==> src/rtl/g_alu_pkg.sv <==
// g_alu_pkg: shared widths and state encoding for the sequential ALU ops
package g_alu_pkg;
  localparam int ALU_W = 32;
  localparam int MUL_CNT_W = 5;
  typedef enum logic [1:0] {IDLE, RUN, DONE} mul_state_t;
endpackage

==> src/rtl/G_FullAdder32.sv <==
// G_FullAdder32: 32-bit adder built from 4-bit carry-lookahead groups
import g_alu_pkg::*;
module G_FullAdder32 (
  input  logic [ALU_W-1:0] In1,
  input  logic [ALU_W-1:0] In2,
  input  logic             CI,
  input  logic             Enable,
  output logic [ALU_W-1:0] Sum,
  output logic             CO
);
  logic [ALU_W-1:0] g, p;
  logic [ALU_W:0] c;
  assign g = In1 & In2;
  assign p = In1 ^ In2;
  assign c[0] = CI;
  for (genvar b = 0; b < ALU_W / 4; b++) begin : g_grp
    logic [3:0] gg, pp;
    logic ci;
    assign gg = g[4*b +: 4];
    assign pp = p[4*b +: 4];
    assign ci = c[4*b];
    assign c[4*b+1] = gg[0] | (pp[0] & ci);
    assign c[4*b+2] = gg[1] | (pp[1] & gg[0]) | (&pp[1:0] & ci);
    assign c[4*b+3] = gg[2] | (pp[2] & gg[1]) | (&pp[2:1] & gg[0]) | (&pp[2:0] & ci);
    assign c[4*b+4] = gg[3] | (pp[3] & gg[2]) | (&pp[3:2] & gg[1]) | (&pp[3:1] & gg[0]) | (&pp & ci);
  end
  always_comb begin
    Sum = Enable ? (p ^ c[ALU_W-1:0]) : '0;
    CO  = Enable & c[ALU_W];
  end
endmodule

==> src/rtl/g_mul_seq32.sv <==
// g_mul_seq32: 32x32 unsigned shift-add multiplier, one adder pass per cycle
import g_alu_pkg::*;
module g_mul_seq32 (
  input  logic               CLK,
  input  logic               RST_N,
  input  logic               Start,
  input  logic [ALU_W-1:0]   In1,
  input  logic [ALU_W-1:0]   In2,
  output logic               Busy,
  output logic               Done,
  output logic [2*ALU_W-1:0] Out
);
  mul_state_t state_q, state_d;
  logic [MUL_CNT_W-1:0] cnt_q, cnt_d;
  logic [ALU_W-1:0] m_q, m_d, sum;
  logic [2*ALU_W-1:0] p_q, p_d, out_q, out_d, p_next;
  logic co, accept, run, last;
  G_FullAdder32 u_add (
    .In1    (p_q[2*ALU_W-1:ALU_W]),
    .In2    (p_q[0] ? m_q : '0),
    .CI     (1'b0),
    .Enable (1'b1),
    .Sum    (sum),
    .CO     (co)
  );
  always_ff @(posedge CLK or negedge RST_N) begin
    if (!RST_N) begin
      state_q <= IDLE;
      cnt_q   <= '0;
      m_q     <= '0;
      p_q     <= '0;
      out_q   <= '0;
    end else begin
      state_q <= state_d;
      cnt_q   <= cnt_d;
      m_q     <= m_d;
      p_q     <= p_d;
      out_q   <= out_d;
    end
  end
  always_comb begin
    accept  = Start && state_q != RUN;
    run     = state_q == RUN;
    last    = run && cnt_q == '1;
    state_d = accept ? RUN : last ? DONE : run ? RUN : IDLE;
  end
  // carry-out goes in as bit 63 so the 33-bit partial sum is never truncated
  always_comb begin
    p_next = {co, sum, p_q[ALU_W-1:1]};
    m_d    = accept ? In1 : m_q;
    p_d    = accept ? {{ALU_W{1'b0}}, In2} : run ? p_next : p_q;
    cnt_d  = accept ? '0 : run ? cnt_q + 1'b1 : cnt_q;
    out_d  = last ? p_next : out_q;
  end
  always_comb begin
    Busy = state_q == RUN;
    Done = state_q == DONE;
  end
  assign Out = out_q;
endmodule

==> config.mk <==
export PLATFORM = sky130hd
export DESIGN_NAME = g_mul_seq32
export DESIGN_NICKNAME = d
export VERILOG_FILES = /design/src/rtl/g_alu_pkg.sv /design/src/rtl/G_FullAdder32.sv /design/src/rtl/g_mul_seq32.sv
export SDC_FILE = /design/constraint.sdc
export NUM_CORES = 1
export LEC_CHECK = 0
export ABC_AREA = 1
export CORE_MARGIN = 2
export CORE_UTILIZATION = 45
export CTS_BUF_LIST = sky130_fd_sc_hd__clkbuf_4
export DETAILED_ROUTE_END_ITERATION = 7
export PLACE_DENSITY_LB_ADDON = 0.1
export SYNTH_ARGS = -nofsm -noshare
export SYNTH_HDL_FRONTEND = slang
export SYNTH_SLANG_ARGS = --single-unit
export TNS_END_PERCENT = 30
==> constraint.sdc <==
create_clock -name CLK -period 5.45 [get_ports CLK]
set_clock_uncertainty 0.05 [all_clocks]
set_input_delay 1.09 -clock CLK [delete_from_list [all_inputs] [get_ports CLK]]
set_output_delay 1.09 -clock CLK [all_outputs]
set_load 0.005 [all_outputs]
Word-level counts from Yosys, hierarchy flattened

Index checks and enable logic that the tools add are counted.
Widths: inputs -> output; s select.

Equality and inequality tests: 4
Reductions and logical operators: 48
Muxes and demuxes: 8
Multipliers: 0
Shift operators: 0
$add $sub $neg: 1
$lt $le $gt $ge: 0
Bitwise gates (word level): 155
Divide/modulo/power cells: 0

Operators with widths:

| kind                | count |
|---|---|
| $mux 64             | 2 |
| $and 1x1->1         | 76 |
| $or 1x1->1          | 76 |
| $xor 32x32->32      | 2 |
| $reduce_and 2->1    | 23 |
| $reduce_and 3->1    | 15 |
| $and 32x32->32      | 1 |
| $mux 32             | 1 |
| $reduce_and 4->1    | 7 |
| $mux 5              | 2 |
| $add 5x1->5 const B | 1 |
| $eq 5x5->1 const B  | 1 |
| $mux 2              | 2 |
| $eq 2x1->1 const B  | 1 |
| $eq 2x2->1 const B  | 1 |
| $logic_and 1x1->1   | 2 |
| $ne 2x1->1 const B  | 1 |
| $reduce_bool 2->1   | 1 |
| $mux 1              | 1 |

Bits of input ports: 67
Logic and storage cells: 221
Output and inout bits: 66
Latch bits: 0
Register bits after elaboration: 167
Memories: 0
Memory bits (read-only): 0
Bits in writable memories: 0

Longest topological paths before layout

Gate-level depths: netlist of the first run.

Depth in word-level cells: 23
Depth in mapped cells: 26

Cells and area by module

From an unflattened synthesis of the first run, not the netlist that was laid out.

Cells, all modules: 1036
Area, all modules: 8350.5 µm²

By module, submodules not included:

| module        | area an instance (µm²) | cells each | times used |
|---|---|---|---|
| g_mul_seq32   | 6796.5                 | 797        | 1 |
| G_FullAdder32 | 1554.0                 | 239        | 1 |

Worst setup path before layout of the first run

Ideal clock, no wire load.

Kind: register -> register
From: reg p_q[0]
To: reg p_q[60]
Path buffers: 2
Cell stages (with the launch flop): 25
Period minus slack after synthesis: 2.991 ns
Data required time: 5.264 ns
Data arrival time: 2.805 ns
Path slack: 2.459 ns
Cells stage by stage: dfrtp_1 > clkbuf_1 > clkbuf_1 > nand2_1 > inv_1 > ha_1 > or2_0 > nand2_1 > nand2_1 > nand2_1 > nand2_1 > nand2_1 > nand2_1 > nand2_1 > nand2_1 > nand2_1 > nand2_2 > nand2_2 > nand2_2 > nand2_2 > nand2_4 > fa_1 > xor2_1 > inv_1 > o21ai_0

Word-level cells in the longest chain between the ends: 23

Ends and longest elaborated chain:

| element                                          | RTL line                                 | text |
|---|---|---|
| from (decl)                                      | g_mul_seq32.sv:16                        | `logic [2*ALU_W-1:0] p_q, p_d, out_q, out_d, p_next;` |
| from (signal assigned)                           | g_mul_seq32.sv:37                        | `p_q <= p_d;` |
| $mux 32 *                                        | g_mul_seq32.sv:20                        | `.In2 (p_q[0] ? m_q : '0),` |
| $xor 32x32->32 or $and 32x32->32 (tied branches) | G_FullAdder32.sv:14, G_FullAdder32.sv:13 |  |
| $and 1x1->1 or $reduce_and 2->1 (tied branches)  | G_FullAdder32.sv:25                      | `assign c[4*b+4] = gg[3] \| (pp[3] & gg[2]) \| (&pp[3:2] & gg[1]) \| (&pp[3:1] & gg[0]) \| (&pp & ci);` |
| $or 1x1->1 or $and 1x1->1 (tied branches)        | G_FullAdder32.sv:25                      |  |
| $or 1x1->1 (2 in series)                         | G_FullAdder32.sv:25                      |  |
| $and 1x1->1                                      | G_FullAdder32.sv:25                      |  |
| $or 1x1->1                                       | G_FullAdder32.sv:25                      |  |
| $and 1x1->1                                      | G_FullAdder32.sv:25                      |  |
| [... 5 more ...]                                 | --                                       |  |
| $and 1x1->1                                      | G_FullAdder32.sv:25                      |  |
| $or 1x1->1                                       | G_FullAdder32.sv:25                      |  |
| $and 1x1->1                                      | G_FullAdder32.sv:25                      |  |
| $or 1x1->1                                       | G_FullAdder32.sv:25                      |  |
| $and 1x1->1                                      | G_FullAdder32.sv:22                      | `assign c[4*b+1] = gg[0] \| (pp[0] & ci);` |
| $or 1x1->1                                       | G_FullAdder32.sv:22                      |  |
| $xor 32x32->32 *                                 | G_FullAdder32.sv:28                      | `Sum = Enable ? (p ^ c[ALU_W-1:0]) : '0;` |
| $mux 64 * (2 in series)                          | g_mul_seq32.sv:51                        | `p_d = accept ? {{ALU_W{1'b0}}, In2} : run ? p_next : p_q;` |

Every way passes the cells marked *; elsewhere a longest branch is shown, timed or not. The select of a mux whose other input is x is not followed.
A chain may end at the register's enable or synchronous reset.

Worst setup path after layout of the first run

From: reg p_q[0]
To: reg out_q[60], in the netlist Out[60]

Word-level cells in the longest chain between the ends: 21

Ends and longest elaborated chain:

| element                                          | RTL line                                 | text |
|---|---|---|
| $mux 32 *                                        | g_mul_seq32.sv:20                        |  |
| $xor 32x32->32 or $and 32x32->32 (tied branches) | G_FullAdder32.sv:14, G_FullAdder32.sv:13 |  |
| $and 1x1->1 or $reduce_and 2->1 (tied branches)  | G_FullAdder32.sv:25                      |  |
| $or 1x1->1 or $and 1x1->1 (tied branches)        | G_FullAdder32.sv:25                      |  |
| $or 1x1->1 (2 in series)                         | G_FullAdder32.sv:25                      |  |
| $and 1x1->1                                      | G_FullAdder32.sv:25                      |  |
| $or 1x1->1                                       | G_FullAdder32.sv:25                      |  |
| $and 1x1->1                                      | G_FullAdder32.sv:25                      |  |
| [... 4 more ...]                                 | --                                       |  |
| $or 1x1->1                                       | G_FullAdder32.sv:25                      |  |
| $and 1x1->1                                      | G_FullAdder32.sv:25                      |  |
| $or 1x1->1                                       | G_FullAdder32.sv:25                      |  |
| $and 1x1->1                                      | G_FullAdder32.sv:25                      |  |
| $or 1x1->1                                       | G_FullAdder32.sv:25                      |  |
| $and 1x1->1                                      | G_FullAdder32.sv:22                      |  |
| $or 1x1->1                                       | G_FullAdder32.sv:22                      |  |
| $xor 32x32->32 *                                 | G_FullAdder32.sv:28                      |  |
| to (signal assigned)                             | g_mul_seq32.sv:38                        | `out_q <= out_d;` |
| to (decl)                                        | g_mul_seq32.sv:16                        |  |

Every way passes the cells marked *; elsewhere a longest branch is shown, timed or not.

==> results.md, run 1 <==
* Outcome: finished, final reports clean
* Most common cell on crit path: nand2_1
* Synth Flop Type: dfrtp_1
* Antenna viol nets, final at 0
* Largest net degree at the start of global routing at 104
* CTS root buffer: clkbuf_4
* DRC errors left at 0
* Hold Fails Final Rpt at 0
* CP Buf/Inv Count at 3
* Gate Count Post-Synth at 872
* Post-synthesis cell type count at 33
* VDD IR-drop max at 0.000229 V
* CP Class: register to register
* Vert. Die Dim at 135 um
* Yosys warns at 0
* Row cnt at 47
* Fmax at 0.296 GHz
* Critical path endpoint category: register
* Crit path cell chain: buf_4 > nand2_1 > inv_1 > ha_1 > or2_0 > nand2_1 > nand2_1 > nand2_1 > nand2_1 > nand2_1 > nand2_1 > nand2_1 > nand2_1 > nand2_1 > nand2_2 > nand2_2 > nand2_2 > nand2_2 > nand2_4 > fa_1 > xor2_1 > inv_1 > o21ai_0
* Cell taking the most area after synthesis: dfrtp_1
* Data required time of the worst path at 5.89 ns
* Area growth, synth to finish at 23.0%
* Max Root-Sink Buffers at 2
* Total global-route track usage at 0.200
* Via density at 4.87
* Multi-input logic area at 3070 um^2
* Register Area at 4180 um^2
* Worst skew pair latency at 0.57 ns
* Initial DRC Count at 339
* Layout cell share with drive strength beyond 1 at 0.0577
* CTS tree: done
* Vias in the first global route at 5,911
* Post-synth ARST share at 1.00
* Power Density at 519 nW/um^2
* Syn_nets at 981
* CP max stage delay at 0.57 ns
* Syn_area_per_cell at 8.89 um^2
* Pleak at 0.00471 uW
* PostCTS Resize Cnt at 0
* Slowest CP cell: dfrtp_1
* Vias at 5,976
* Filler cell count at 1,536
* Placed inst area at 9270 um^2
* Final instance area at 9540 um^2
* Hold Startpoint: Out[62]
* Setup Viol. Count Final at 0
* R2R cell count at 23
* Yosys top cell area share at 0.539
* DP HPWL at 11,500 um
* CP top delay family: simple AND/OR/NAND/NOR gates
* CP arrival at 3.82 ns
* Max-Cap Viols at 0
* Drt first pass iters at 4
* Syn Std Cell Area at 7750 um^2
* EDFF count, synth at 0
* Die Footprint at 18,300 um^2
* Reg-to-reg slack, setup at 2.07 ns
* Tightest Pin Transition at 1.13 ns
* GPL Wtd Cong at 0.814
* Critical path fanouts, max at 25
* Hold Path Depth at 2
* TNS Setup at 0 ns
* #FFs+latches synth at 167
* CTS HTree Levels at 4
* Tmin final at 3.38 ns
* Clk slew on worst S/H paths at 0.14 ns
* Startpoint Class: register
* Final global-route overflow total at 0
* WL per Instance at 14.0 um
* Worst reg2reg path endpoint: Out[60]
* Number of port buffers at 132
* Finished Layout Cells at 1,226
* First-pass GRT wire length at 28,900 um
* # hold bufs at CTS at 0
* Num CTS Buffers at 17
* Top Ports at 133
* Clock sinks at 167
* Max-slew headroom at 0.246
* Die width at 135 um
* Initial antenna violation count at 1
* Nets at 1,101
* Core footprint at 16,700 um^2
* Min-delay worst type: register to register
* Placed cells at 1,193
* Top post-synthesis cells by area: dfrtp_1, nand2_1, ha_1
* Worst r2r src: p_q[0]
* Initial core utilization at 0.464
* WL final at 17,200 um
* Max-slew violation count at 0
* Postcts setup bufs at 0
* Fin crit share at 0.620
* RSZ-0062 raised after global routing: false
* Sequential area share after synthesis at 0.539
* Hold Path End: Out[62]
==> cell type report <==
type | count | share of cell area
sequential | 167 | 0.438
clock inverter | 14 | 0.0135
antenna | 1 | 0.000262
inverter | 96 | 0.0378
tap | 220 | 0.0289
timing repair buffer | 140 | 0.145
multi-input combinational | 570 | 0.322
clock buffer | 18 | 0.0142
==> cells in the mapped netlist, types with 3 or more instances <==
master    count
fa_1          8
buf_1         4
dfrtp_1     167
xnor2_1       7
clkbuf_1     32
o22ai_1       7
o21ai_0      83
inv_1        93
o21ai_1       4
nand3_1      15
o211ai_1      3
nand2_1     310
nor2_1       18
nand2_2      12
ha_1         34
o221ai_1     28
xor2_1       11
a21oi_1      16
==> kinds of logic (layout without fill, tap and decap cells) <==
family          after synthesis  count (layout)  share of synthesized area
compound gates              149             149                      0.115
xor+xnor                     18              18                     0.0203
fa+ha+maj                    42              42                     0.0755
buf+inv                     135             268                     0.0665
flops                       167             167                      0.539
other cells                   0               1                          0
simple gates                361             361                      0.184
==> worst max-delay path by stage <==
| stage | depth (start not counted) | to | startpoint |
|---|---|---|---|
| 2_1_floorplan | 24 | p_q[60] | p_q[0] |
| 3_3_place_gp | 23 | p_q[60] | p_q[0] |
| 3_5_place_dp | 23 | p_q[60] | p_q[0] |
| 4_1_cts | 23 | Out[60] | p_q[0] |
| 5_1_grt | 23 | Out[60] | p_q[0] |
| 6_report | 23 | Out[60] | p_q[0] |
==> flip-flops by register name (all words and copies together) (netlist names) <==
register  cells
state_q       2
p_q          64
m_q          32
Out          64
cnt_q         5
==> per-layer routing <==
metal,vias to the layer above,wire length [um],GRT usage
met4,0,221,0.0637
met5,-,0,0
met1,2800,8350,0.283
li1,3037,-,-
met2,123,7920,0.316
met3,16,712,0.0344
==> metrics by stage <==
| step | worst slack [ns] | hold WS [ns] | total power (uW) | utilization |
|---|---|---|---|---|
| after floorplan | 2.46 | 0.399 | 3430 | - |
| after global placement | 2.10 | 0.412 | 4270 | 0.555 |
| after detailed placement | 2.05 | 0.415 | 4330 | 0.555 |
| after CTS | 2.00 | 0.449 | 5020 | 0.571 |
| after global routing | 1.70 | 0.466 | 5420 | 0.571 |
| final | 2.07 | 0.444 | 4950 | 0.571 |
==> worst min-delay path, stage by stage, from the launching register on <==
cell and delay (ns):
dfrtp_1 0.37, nand2_1 0.05, nand2_1 0.05
==> layout by cell type, fill, tap and decap left out, types with 2 or more instances in the layout <==
| cell type | instances |
|---|---|
| a211oi_1 | 2 |
| a21oi_1 | 16 |
| a22o_1 | 2 |
| buf_4 | 8 |
| clkbuf_4 | 18 |
| clkdlybuf4s50_1 | 131 |
| clkinv_1 | 3 |
| clkinv_4 | 2 |
| clkinvlp_4 | 8 |
| dfrtp_1 | 167 |
| fa_1 | 8 |
| ha_1 | 34 |
| inv_1 | 93 |
| inv_6 | 2 |
| nand2_1 | 308 |
| nand2_2 | 13 |
| nand2_4 | 2 |
| nand3_1 | 15 |
| nand4_1 | 2 |
| nor2_1 | 17 |
| o211ai_1 | 3 |
| o21ai_0 | 83 |
| o21ai_1 | 4 |
| o221ai_1 | 28 |
| o22ai_1 | 7 |
| xnor2_1 | 7 |
| xor2_1 | 11 |
==> power breakdown <==
part | switching (uW) | internal (uW)
registers | 284 | 1800
logic | 1160 | 1020
clock network | 454 | 232
total | 1900 | 3050
(Power assumes the default switching activity.)
==> run 2: changes to the inputs <==
- clock period: 5.45 -> 3.3 ns (I/O delays scaled with it)
==> run 2 against run 1 <==
Combinational power rose by 68%. Register-to-register slack got worse by 1.8 ns. Critical path depth decreased by 5. Largest cell class unchanged. Non-clock buffer count up 4. Via count up 0.94%. Sequential share of layout area is 0.53 points lower. Global-route usage rose by 0.21 points.
==> results.md, run 2 (synthesis gave the netlist of run 1 again) <==
* GPL Wtd Cong at 0.827 (+1.7%)
* CP Class: register to register
* Core footprint at 16,700 um^2 (unchanged)
* Row cnt at 47 (unchanged)
* Clock sinks at 167 (unchanged)
* Nets at 1,105 (+0.36%)
* Power Density at 867 nW/um^2 (+67%)
* R2R cell count at 18 (-22%)
* Max-slew headroom at 0.518 (+0.271)
* Data required time of the worst path at 3.66 ns (-2.23 ns)
* Outcome: finished, final reports clean
* Core Util, Final at 0.578 (+0.00719)
* Vert. Die Dim at 135 um (unchanged)
* Initial core utilization at 0.464 (unchanged)
* DP HPWL at 11,700 um (+1.7%)
* Drt first pass iters at 5 (+1)
* Vias at 6,032 (+0.94%)
* Max-Cap Viols at 0 (unchanged)
* CTS tree: done
* VDD IR-drop max at 0.000393 V (+71%)
* Num CTS Buffers at 17 (unchanged)
* Placed inst area at 9330 um^2 (+0.65%)
* Final global-route overflow total at 0 (unchanged)
* Initial DRC Count at 348 (+2.7%)
* Hold Fails Final Rpt at 0 (unchanged)
* Worst reg2reg path endpoint: p_q[60]
* Setup Viol. Count Final at 0 (unchanged)
* Reg-to-reg slack, setup at 0.28 ns (-1.79 ns)
* Startpoint Class: register
* CTS root buffer: clkbuf_4
* Fin crit share at 0.917 (+0.296)
* Pleak at 0.00479 uW (+1.6%)
* Finished Layout Cells at 1,226 (unchanged)
* First-pass GRT wire length at 29,400 um (+1.6%)
* Number of port buffers at 132 (unchanged)
* RSZ-0062 raised after global routing: false
* Area growth, synth to finish at 24.5%
* Ant. Diodes at 0 (-1)
* Final instance area at 9660 um^2 (+1.3%)
* Most frequent cells in the layout: nand2_1, dfrtp_1, clkdlybuf4s50_1, inv_1, o21ai_0
* Antenna viol nets, final at 0 (unchanged)
* Min-delay worst type: register to register
* Fmax at 0.331 GHz (+12%)
* Max Root-Sink Buffers at 2 (unchanged)
* Worst r2r src: p_q[0]
* WL final at 17,300 um (+0.43%)
* Crit path launch: p_q[0]
* Max-slew violation count at 0 (unchanged)
* Layout cell share with drive strength beyond 1 at 0.0586 (+0.000937)
* TNS Setup at 0 ns (unchanged)
* Initial antenna violation count at 0 (-1)
* Clk slew on worst S/H paths at 0.13 ns (about the same)
* WL per Instance at 14.1 um (+0.43%)
* Critical path endpoint: p_q[60]
* Placed cells at 1,196 (+0.25%)
* CTS HTree Levels at 4 (unchanged)
* Total global-route track usage at 0.202 (+0.00215)
* Die width at 135 um (unchanged)
* Tmin final at 3.02 ns (-0.356 ns)
* Die Footprint at 18,300 um^2 (unchanged)
* Critical path fanouts, max at 27 (+8.0%)
* Largest net degree at the start of global routing at 88 (-15%)
* Hold_ws at 0.446 ns (+0.00159 ns)
* Most common cell after layout, fill and taps aside: nand2_1
* Via density at 4.92 (+0.94%)
* Worst skew pair latency at 0.56 ns (about the same)
* DRC errors left at 0 (unchanged)
* Vias in the first global route at 5,976 (+1.1%)
* Top Ports at 133 (unchanged)
* Critical path endpoint category: register
* Tightest Pin Transition at 0.723 ns (-0.407 ns)
* CP arrival at 3.38 ns (-0.44 ns)
[run 2: cell types whose count changed in the layout (fill, tap and decap cells not counted), moves of 2 or more]
cell        change
buf_12          +4
bufinv_16       +3
clkinvlp_4      -6
inv_6           -2
[run 2: area by class of cell]
class / count / area, um^2
Clock inverter: 10 / 156
Multi-Input combinational cell: 570 / 3080
Inverter: 96 / 360
Timing Repair Buffer: 144 / 1470
Tap cell: 220 / 275
Sequential cell: 167 / 4180
Clock buffer: 19 / 143
Fill cell: 1535 / 7050
[run 2: report_power, final]
| group | internal, uW | switching, uW | total, uW |
|---|---|---|---|
| registers | 2970 | 469 | 3440 |
| logic | 1720 | 1930 | 3660 |
| clock network | 601 | 678 | 1280 |
[run 2: what timing repair did]
item	CTS	global route
gates resized for setup	0	6
setup endpoints to repair	0	6
endpoints found under the hold margin	51	0
hold buffers	1	0
buffers inserted	0	0
[run 2: how the worst min path moves through the flow]
stage / from / end / slack, ns / cells after the start
finish: m_q[26] / m_q[26] / 0.45 / 2
global route: Out[9] / Out[9] / 0.47 / 2
CTS: m_q[3] / m_q[3] / 0.45 / 2
detailed placement: m_q[28] / m_q[28] / 0.42 / 2
global placement: m_q[14] / m_q[14] / 0.41 / 2
floorplan: RST_N / Out[0] / 0.31 / 0
[run 2: through the flow]
stage	power, uW	setup slack [ns]
2_1_floorplan	5670	0.309
3_3_place_gp	7070	0.206
3_5_place_dp	7160	0.121
4_1_cts	8460	0.0751
5_1_grt	9150	0.0114
6_report	8370	0.275
[run 2: metal layers]
layer / share of wire / track usage / vias up
met5: 0 / 0 / -
met4: 0.012 / 0.0521 / 0
met3: 0.039 / 0.0378 / 15
met2: 0.46 / 0.330 / 118
met1: 0.49 / 0.280 / 2848
li1: - / - / 3051
[run 2: critical path: stages, from the launching register on]
cell and delay (ns):
dfrtp_2 0.48, buf_12 0.18, nand2_1 0.06, inv_1 0.04, ha_1 0.32, a21oi_1 0.21, nor2_1 0.07, a211oi_1 0.18
nand2_1 0.12, nand2_1 0.08, nand2_2 0.07, nand2_2 0.07, nand2_2 0.07, nand2_2 0.08, nand2_4 0.07, fa_1 0.41
xor2_1 0.17, inv_1 0.07, o21ai_1 0.07
